### config.mk
export PLATFORM = sky130hd
export DESIGN_NAME = enc32x5_drain
export DESIGN_NICKNAME = d
export VERILOG_FILES = /design/src/rtl/enc32x5_drain.sv
export SDC_FILE = /design/constraint.sdc
export NUM_CORES = 1
export LEC_CHECK = 0
export CORE_UTILIZATION = 30
export CTS_CLUSTER_SIZE = 14
export DETAILED_ROUTE_END_ITERATION = 7
export PLACE_DENSITY = 0.52
export SLEW_MARGIN = 20
export SYNTH_ARGS = -nofsm -noshare
export SYNTH_HDL_FRONTEND = slang
export SYNTH_SLANG_ARGS = --single-unit
### constraint.sdc
create_clock -name clk -period 2.45 [get_ports clk]
set_clock_uncertainty 0.05 [all_clocks]
set_input_delay 0.245 -clock clk [delete_from_list [all_inputs] [get_ports clk]]
set_output_delay 0.245 -clock clk [all_outputs]
set_load 0.03 [all_outputs]
### src/rtl/enc32x5_drain.sv
`default_nettype none
// ============================================================================
// Module      : dec5x32 / enc32x5_drain
// Description : dec5x32 is the register-file index decoder. It turns a 5-bit
//               index into a one-hot 32-bit word, gated by en.
//               enc32x5_drain is the matching sequential 32:5 encoder. It
//               accepts a pending mask, then emits the index of each set bit,
//               lowest first, with one index per valid/ready handshake.
//               Each bit is cleared as it is emitted.
// Ports (enc32x5_drain):
//   clk         in   clock; all state changes on posedge
//   reset_n     in   synchronous reset, active-low
//   load_valid  in   load_mask is valid
//   load_ready  out  a mask can be accepted: IDLE and not in reset
//   load_mask   in   mask to drain; bit i set means index i is emitted
//   out_valid   out  out_idx holds a valid index
//   out_ready   in   consumer accepts out_idx this cycle
//   out_idx     out  lowest pending index (registered)
//   out_last    out  out_valid and only one bit remains pending
//   done        out  one-cycle pulse after a mask has fully drained
//   busy        out  draining (SCAN state)
//   pending     out  bits not yet emitted (registered)
//   abort       in   discard the mask being drained; no done pulse
// Revision    : 1.0 - initial release
// ============================================================================

module dec5x32 #(
    parameter int N = 32,
    parameter int W = 5
) (
    input  logic         en,
    input  logic [W-1:0] idx,
    output logic [N-1:0] onehot
);
    for (genvar g = 0; g < N; g++) begin : g_bit
        assign onehot[g] = en && (idx == W'(g));
    end
endmodule

module enc32x5_drain #(
    parameter int N = 32,
    parameter int W = 5
) (
    input  logic         clk,
    input  logic         reset_n,
    input  logic         load_valid,
    output logic         load_ready,
    input  logic [N-1:0] load_mask,
    output logic         out_valid,
    input  logic         out_ready,
    output logic [W-1:0] out_idx,
    output logic         out_last,
    output logic         done,
    output logic         busy,
    output logic [N-1:0] pending,
    input  logic         abort
);
    typedef enum logic [0:0] {
        ST_IDLE = 1'b0,
        ST_SCAN = 1'b1
    } state_t;

    state_t         r_state, w_state_nxt;
    logic [N-1:0]   r_pending, w_pending_nxt;
    logic [W-1:0]   r_idx, w_idx_nxt;
    logic           r_valid, w_valid_nxt;
    logic           r_done, w_done_nxt;

    logic [N-1:0]   w_idx_onehot;
    logic [N-1:0]   w_pending_clr;
    logic           w_handshake;

    // Lowest set bit wins. The loop runs from the top down, so lower bits
    // overwrite higher ones. A zero mask yields 0. That value is never
    // registered, because zero masks never reach out_idx.
    function automatic logic [W-1:0] ffs(input logic [N-1:0] m);
        logic [W-1:0] r;
        r = '0;
        for (int i = N - 1; i >= 0; i--) begin
            if (m[i]) begin
                r = i[W-1:0];
            end
        end
        return r;
    endfunction

    // The current index is decoded back to its one-hot pending bit. That bit
    // is cleared on a handshake.
    dec5x32 #(
        .N(N),
        .W(W)
    ) u_dec (
        .en     (1'b1),
        .idx    (r_idx),
        .onehot (w_idx_onehot)
    );

    assign w_pending_clr = r_pending & ~w_idx_onehot;
    assign w_handshake   = r_valid && out_ready;

    always_ff @(posedge clk) begin
        if (!reset_n) begin
            r_state   <= ST_IDLE;
            r_pending <= '0;
            r_idx     <= '0;
            r_valid   <= 1'b0;
            r_done    <= 1'b0;
        end else begin
            r_state   <= w_state_nxt;
            r_pending <= w_pending_nxt;
            r_idx     <= w_idx_nxt;
            r_valid   <= w_valid_nxt;
            r_done    <= w_done_nxt;
        end
    end

    always_comb begin
        w_state_nxt   = r_state;
        w_pending_nxt = r_pending;
        w_idx_nxt     = r_idx;
        w_valid_nxt   = r_valid;
        w_done_nxt    = 1'b0;
        case (r_state)
            ST_IDLE: begin
                if (load_valid && load_ready) begin
                    if (|load_mask) begin
                        w_pending_nxt = load_mask;
                        w_idx_nxt     = ffs(load_mask);
                        w_valid_nxt   = 1'b1;
                        w_state_nxt   = ST_SCAN;
                    end else begin
                        // An empty mask completes immediately.
                        w_done_nxt    = 1'b1;
                    end
                end
            end
            ST_SCAN: begin
                if (abort) begin
                    // Abort beats a same-cycle handshake. The index on offer
                    // is dropped, not consumed.
                    w_pending_nxt = '0;
                    w_valid_nxt   = 1'b0;
                    w_state_nxt   = ST_IDLE;
                end else if (w_handshake) begin
                    w_pending_nxt = w_pending_clr;
                    if (|w_pending_clr) begin
                        w_idx_nxt   = ffs(w_pending_clr);
                    end else begin
                        w_valid_nxt = 1'b0;
                        w_state_nxt = ST_IDLE;
                        w_done_nxt  = 1'b1;
                    end
                end
            end
            default: begin
                w_state_nxt   = ST_IDLE;
                w_pending_nxt = '0;
                w_valid_nxt   = 1'b0;
            end
        endcase
    end

    assign load_ready = (r_state == ST_IDLE) && reset_n;
    assign out_valid  = r_valid;
    assign out_idx    = r_idx;
    assign pending    = r_pending;
    assign done       = r_done;
    assign busy       = (r_state == ST_SCAN);
    // At most one bit set: clearing the lowest set bit leaves zero.
    assign out_last   = r_valid && ((r_pending & (r_pending - {{(N-1){1'b0}}, 1'b1})) == '0);

endmodule
`default_nettype wire

# [Yosys cells after proc, flatten, opt, wreduce, memory -nomap -nowiden]
# Cells that the tools add are included.
[totals] output_inout_bits=42 elab_cells=152 regBits=40
[classes] n_eq_ne=38 bitwise_logic=4 addsub=1 muxes=93 n_reduce_logical=11
[op_table] cell="5-bit 2-to-1 mux" n=69
[op_table] cell="32-bit 2-to-1 mux" n=4
[op_table] cell="5-bit equality test (second input constant)" n=16
[op_table] cell="32-bit AND" n=2
[op_table] cell="32-bit one-hot mux with 2 select lines" n=1
[op_table] cell="32-bit OR reduction" n=2
[op_table] cell="5-bit by 4-bit equality test with 1-bit output (second input constant)" n=8
[op_table] cell="32-bit zero test" n=1
[op_table] cell="32-bit NOT" n=1
[op_table] cell="32-bit by 1-bit subtractor with 32-bit output (second input constant)" n=1
[op_table] cell="5-bit by 3-bit equality test with 1-bit output (second input constant)" n=4
[op_table] cell="1-bit 2-to-1 mux" n=15
[op_table] cell="5-bit by 2-bit equality test with 1-bit output (second input constant)" n=2
[op_table] cell="5-bit one-hot mux with 2 select lines" n=1
[op_table] cell="2-bit != test (second input constant)" n=3
[op_table] cell="1-bit one-hot mux with 2 select lines" n=3
[op_table] cell="5-bit by 1-bit equality test with 1-bit output (second input constant)" n=1
[op_table] cell="5-bit zero test" n=1
[op_table] cell="5-bit AND reduction" n=1
[op_table] cell="1-bit logical AND" n=4
[op_table] cell="2-bit by 1-bit != test with 1-bit output (second input constant)" n=2
[op_table] cell="4-bit AND reduction" n=1
[op_table] cell="3-bit by 2-bit != test with 1-bit output (second input constant)" n=1
[op_table] cell="3-bit != test (second input constant)" n=1
[op_table] cell="other kinds (2)" n=2

# [Logic depth before layout (Yosys ltp)]
[depth] word_depth=39 depth_mapped=10 mapped_depth_nobuf=7

# [Cells and area by module]
# From an unflattened synthesis, not the netlist that was laid out.
[hier_totals] hier_cells=419 hier_area_um2=3188.1
[modules_own_cells] module="enc32x5_drain" cells_per_inst=372 area_per_inst_um2=2954.1 n_inst=1
[modules_own_cells] module="dec5x32" cells_per_inst=47 area_per_inst_um2=234.0 n_inst=1

# [Worst setup path before layout]
# Ideal clock, no wire load.
[synth_path] path_type="reg2out" startpoint="reg r_pending[3], in the netlist pending[3]" endpoint="out out_last" stages_incl_launch_ff=9 path_slack_ns=-0.818 arrival_ns=2.973 path_cell_list="dfxtp_1 clkbuf_1 or2_2 nand4b_1 or2_1 maj3_1 o21ai_1 nand4_1 nor4_1"
[synth_via] elab_chain_len=4
[synth_rtl] item="from (decl)" line_no="64" rtl="logic [N-1:0] r_pending, w_pending_nxt;"
[synth_rtl] item="from (signal assigned)" line_no="110" rtl="r_pending <= w_pending_nxt;"
[synth_rtl] item="32-bit by 1-bit subtractor with 32-bit output" line_no="170" rtl="assign out_last = r_valid && ((r_pending & (r_pending - {{(N-1){1'b0}}, 1'b1})) == '0);"
[synth_rtl] item="32-bit AND *" line_no="170"
[synth_rtl] item="32-bit zero test *" line_no="170"
[synth_rtl] item="1-bit logical AND *" line_no="170"
[synth_rtl] item="to (decl)" line_no="52" rtl="output logic out_last,"
# Every way passes the cells marked *; elsewhere a longest branch is shown, timed or not.

# [Final worst setup path]
# Ends and elaborated chain as after synthesis.

==> out/qor.txt <==
FF/Latch Area = 825 um2
starting density of the core = 0.309
CP peak stage delay = 0.34 ns
synthesis warning total = 0
Yosys reg bits = 40
Placed Instances = 824
Worst Setup Path Type = reg -> out
Worst Tran Pin Value = 0.600 ns
clock sink count = 40
Synth top area share = 0.227
H-tree depth = 2
GRT Util Overall = 0.253
Clock Tree Root = clkbuf_16
Pwr Density = 465 mW/mm2
worst setup margin = -0.346 ns
Fmax = 358 MHz
fillcell total = 1173
final instance area = 0.00582 mm2
fin crit share = 1.14
nets@finish = 740
first-pass GRT wire length = 23300 um
gr ovfl total = 0
critical path data arrival time = 2.50 ns
Leak = 2.28 nW
share of cells above drive strength 1 = 0.301
gpl congestion = 0.907
maximum vdd drop = 0.303 mV
drt via density = 5.72
CP endpoint kind = output port
post-route ant nets = 0
Antenna diodes = 0
number of flops mapped to enable cells by yosys = 0
Seq/Total Area, Yosys = 0.227
Avg Inst Size Synth = 6.92 um2
Critical Path RT = 2.15 ns
hold slack = 0.502 ns
DR DRC count = 0
CTS tree = yes
Area Overhead vs Synth = 65.1%
delay-heaviest family, CP = simple AND/OR/NAND/NOR gates
CP Cell Sequence = or2_4 > nand4b_1 > buf_6 > or2_1 > maj3_2 > o21ai_2 > nand4_1 > nor4_4 > buf_4
Synth area leaders = dfxtp_1 23%, o21ai_0 7.8%, nor2_1 7.2%, o221ai_1 5.5%, a21oi_1 4.4%
Place WS = -0.375 ns
clock latency on the worst-skew pair = 0.28 ns
max-slew violation count = 0
Clock transition at path regs = 0.06 ns
width of the die = 110 um
unrepaired setup endpoints after global routing = true
synthesized area = 0.00352 mm2
most common cell after layout, fill and taps aside = buf_4
final WL = 15500 um
number of max-cap violations = 0
ys async rst share = 0
# port buffers = 78
Avg WL per Cell = 18.3 um
vias in the first global route = 4526
Placement Rows = 39
Vias = 4842
drt pass-1 iters = 5
hpwl dp = 11600 um
Num CTS Buffers = 5
initial antenna violation count = 0
Period minus WS final = 2.80 ns
post-synth cell types = 68
failing checks = setup timing
clk buf depth = 2
post-synth top area cell = dfxtp_1
final hold vios = 0
most common flop cell mapped by yosys = dfxtp_1
die area = 0.0122 mm2
Hold Path Class = in -> reg
Chip Height = 110 um
Final Core Density = 0.510
synthesized net count = 546
Pwr Total = 2.71 mW
most frequent cells in the layout = 136 x buf_4, 73 x clkdlybuf4s50_1, 66 x nor2_1
multi-input logic area = 0.00272 mm2
WP buf/inv = 2
final-report setup violation count = 1
largest net degree at the start of global routing = 35
Crit Path Max Fanout = 4
I/O Pins = 79
Setup Total Neg Slack = -0.346 ns
placed inst area = 0.00532 mm2
Syn Inst Count = 509
crit path launch type = flip-flop
Post-Layout Cell Count = 847
master of the slowest instance on the critical path = dfxtp_4
total core area = 0.0114 mm2
Initial DRC Count = 295
Slew headroom = 0.598
hold-fix buffers at CTS = 0
status = finished with violations
[cell type report]
cell class,instances,area share
multi-input cells,411,0.467
well taps,143,0.0307
clock inverters,1,0.000860
repair buffers,217,0.319
inverters,28,0.0181
flip-flops and latches,40,0.142
clock buffers,7,0.0228
[routing by layer]
layer / up-vias / track usage / wire length (um)
met4: 0 / 0.0827 / 484
met3: 31 / 0.0288 / 877
met1: 2310 / 0.326 / 6790
met5: - / 0 / 0
met2: 171 / 0.436 / 7370
li1: 2330 / - / -
[what timing repair did]
action / CTS / global route
buffers inserted: 1 / 14
pin swaps: 4 / 27
cloned: 0 / 1
gates resized for setup: 17 / 50
endpoints found under the setup margin: 7 / 40
[worst paths after layout]
| kind | from | endpoint | slack (ns) | cells past startpoint |
|---|---|---|---|---|
| hold reg to reg | pending[30] | pending[30] | 0.56 | 2 |
| setup reg to reg | out_idx[3] | out_idx[4] | 0.01 | 10 |
| setup / recovery | pending[3] | out_last | -0.35 | 9 |
| hold / removal | load_mask[19] | pending[19] | 0.50 | 6 |
[power breakdown]
| group | switching (mW) | internal, mW | leakage, nW | total (mW) |
|---|---|---|---|---|
| Combinational | 0.704 | 0.607 | 1.87 | 1.31 |
| Sequential | 0.0618 | 0.699 | 0.334 | 0.761 |
| Clock | 0.258 | 0.377 | 0.0679 | 0.635 |
| Total | 1.02 | 1.68 | 2.28 | 2.71 |
[synthesized netlist by cell type (all sizes together) (6+ instances only)]
| master | n |
|---|---|
| nor2 | 68 |
| o21ai | 66 |
| dfxtp | 40 |
| a21oi | 32 |
| nand2 | 32 |
| inv | 27 |
| nor3 | 23 |
| o221ai | 22 |
| clkbuf | 20 |
| nor4 | 13 |
| buf | 11 |
| nand2b | 11 |
| or2 | 10 |
| a31oi | 9 |
| o211ai | 9 |
| nand3b | 8 |
| a22oi | 7 |
| o21a | 7 |
| or3 | 7 |
| o31ai | 6 |
[worst register-to-register path, cell delays in order, from the launching register on]
cell      delay [ns]
dfxtp_4         0.39
buf_4           0.16
nand3b_1        0.28
buf_4           0.21
a21oi_2         0.13
o32a_1          0.20
nor4b_4         0.31
buf_4           0.20
a31oi_4         0.14
nor2_2          0.17
a311oi_2        0.06
[kinds of logic after synthesis]
kind of cell,Yosys count,synth area share
buffers and inverters,59,0.0699
flip-flops,40,0.227
multiplexers,6,0.0177
AO/OA/AOI/OAI,196,0.366
AND/OR/NAND/NOR,203,0.305
adder cells (fa/ha/maj),5,0.0142
[registers in the layout, indices dropped and copies added (netlist names)]
signal and count:
pending 32, out_idx 5, busy 1, done 1, out_valid 1
No activity file was read; power rests on OpenSTA's default activity.
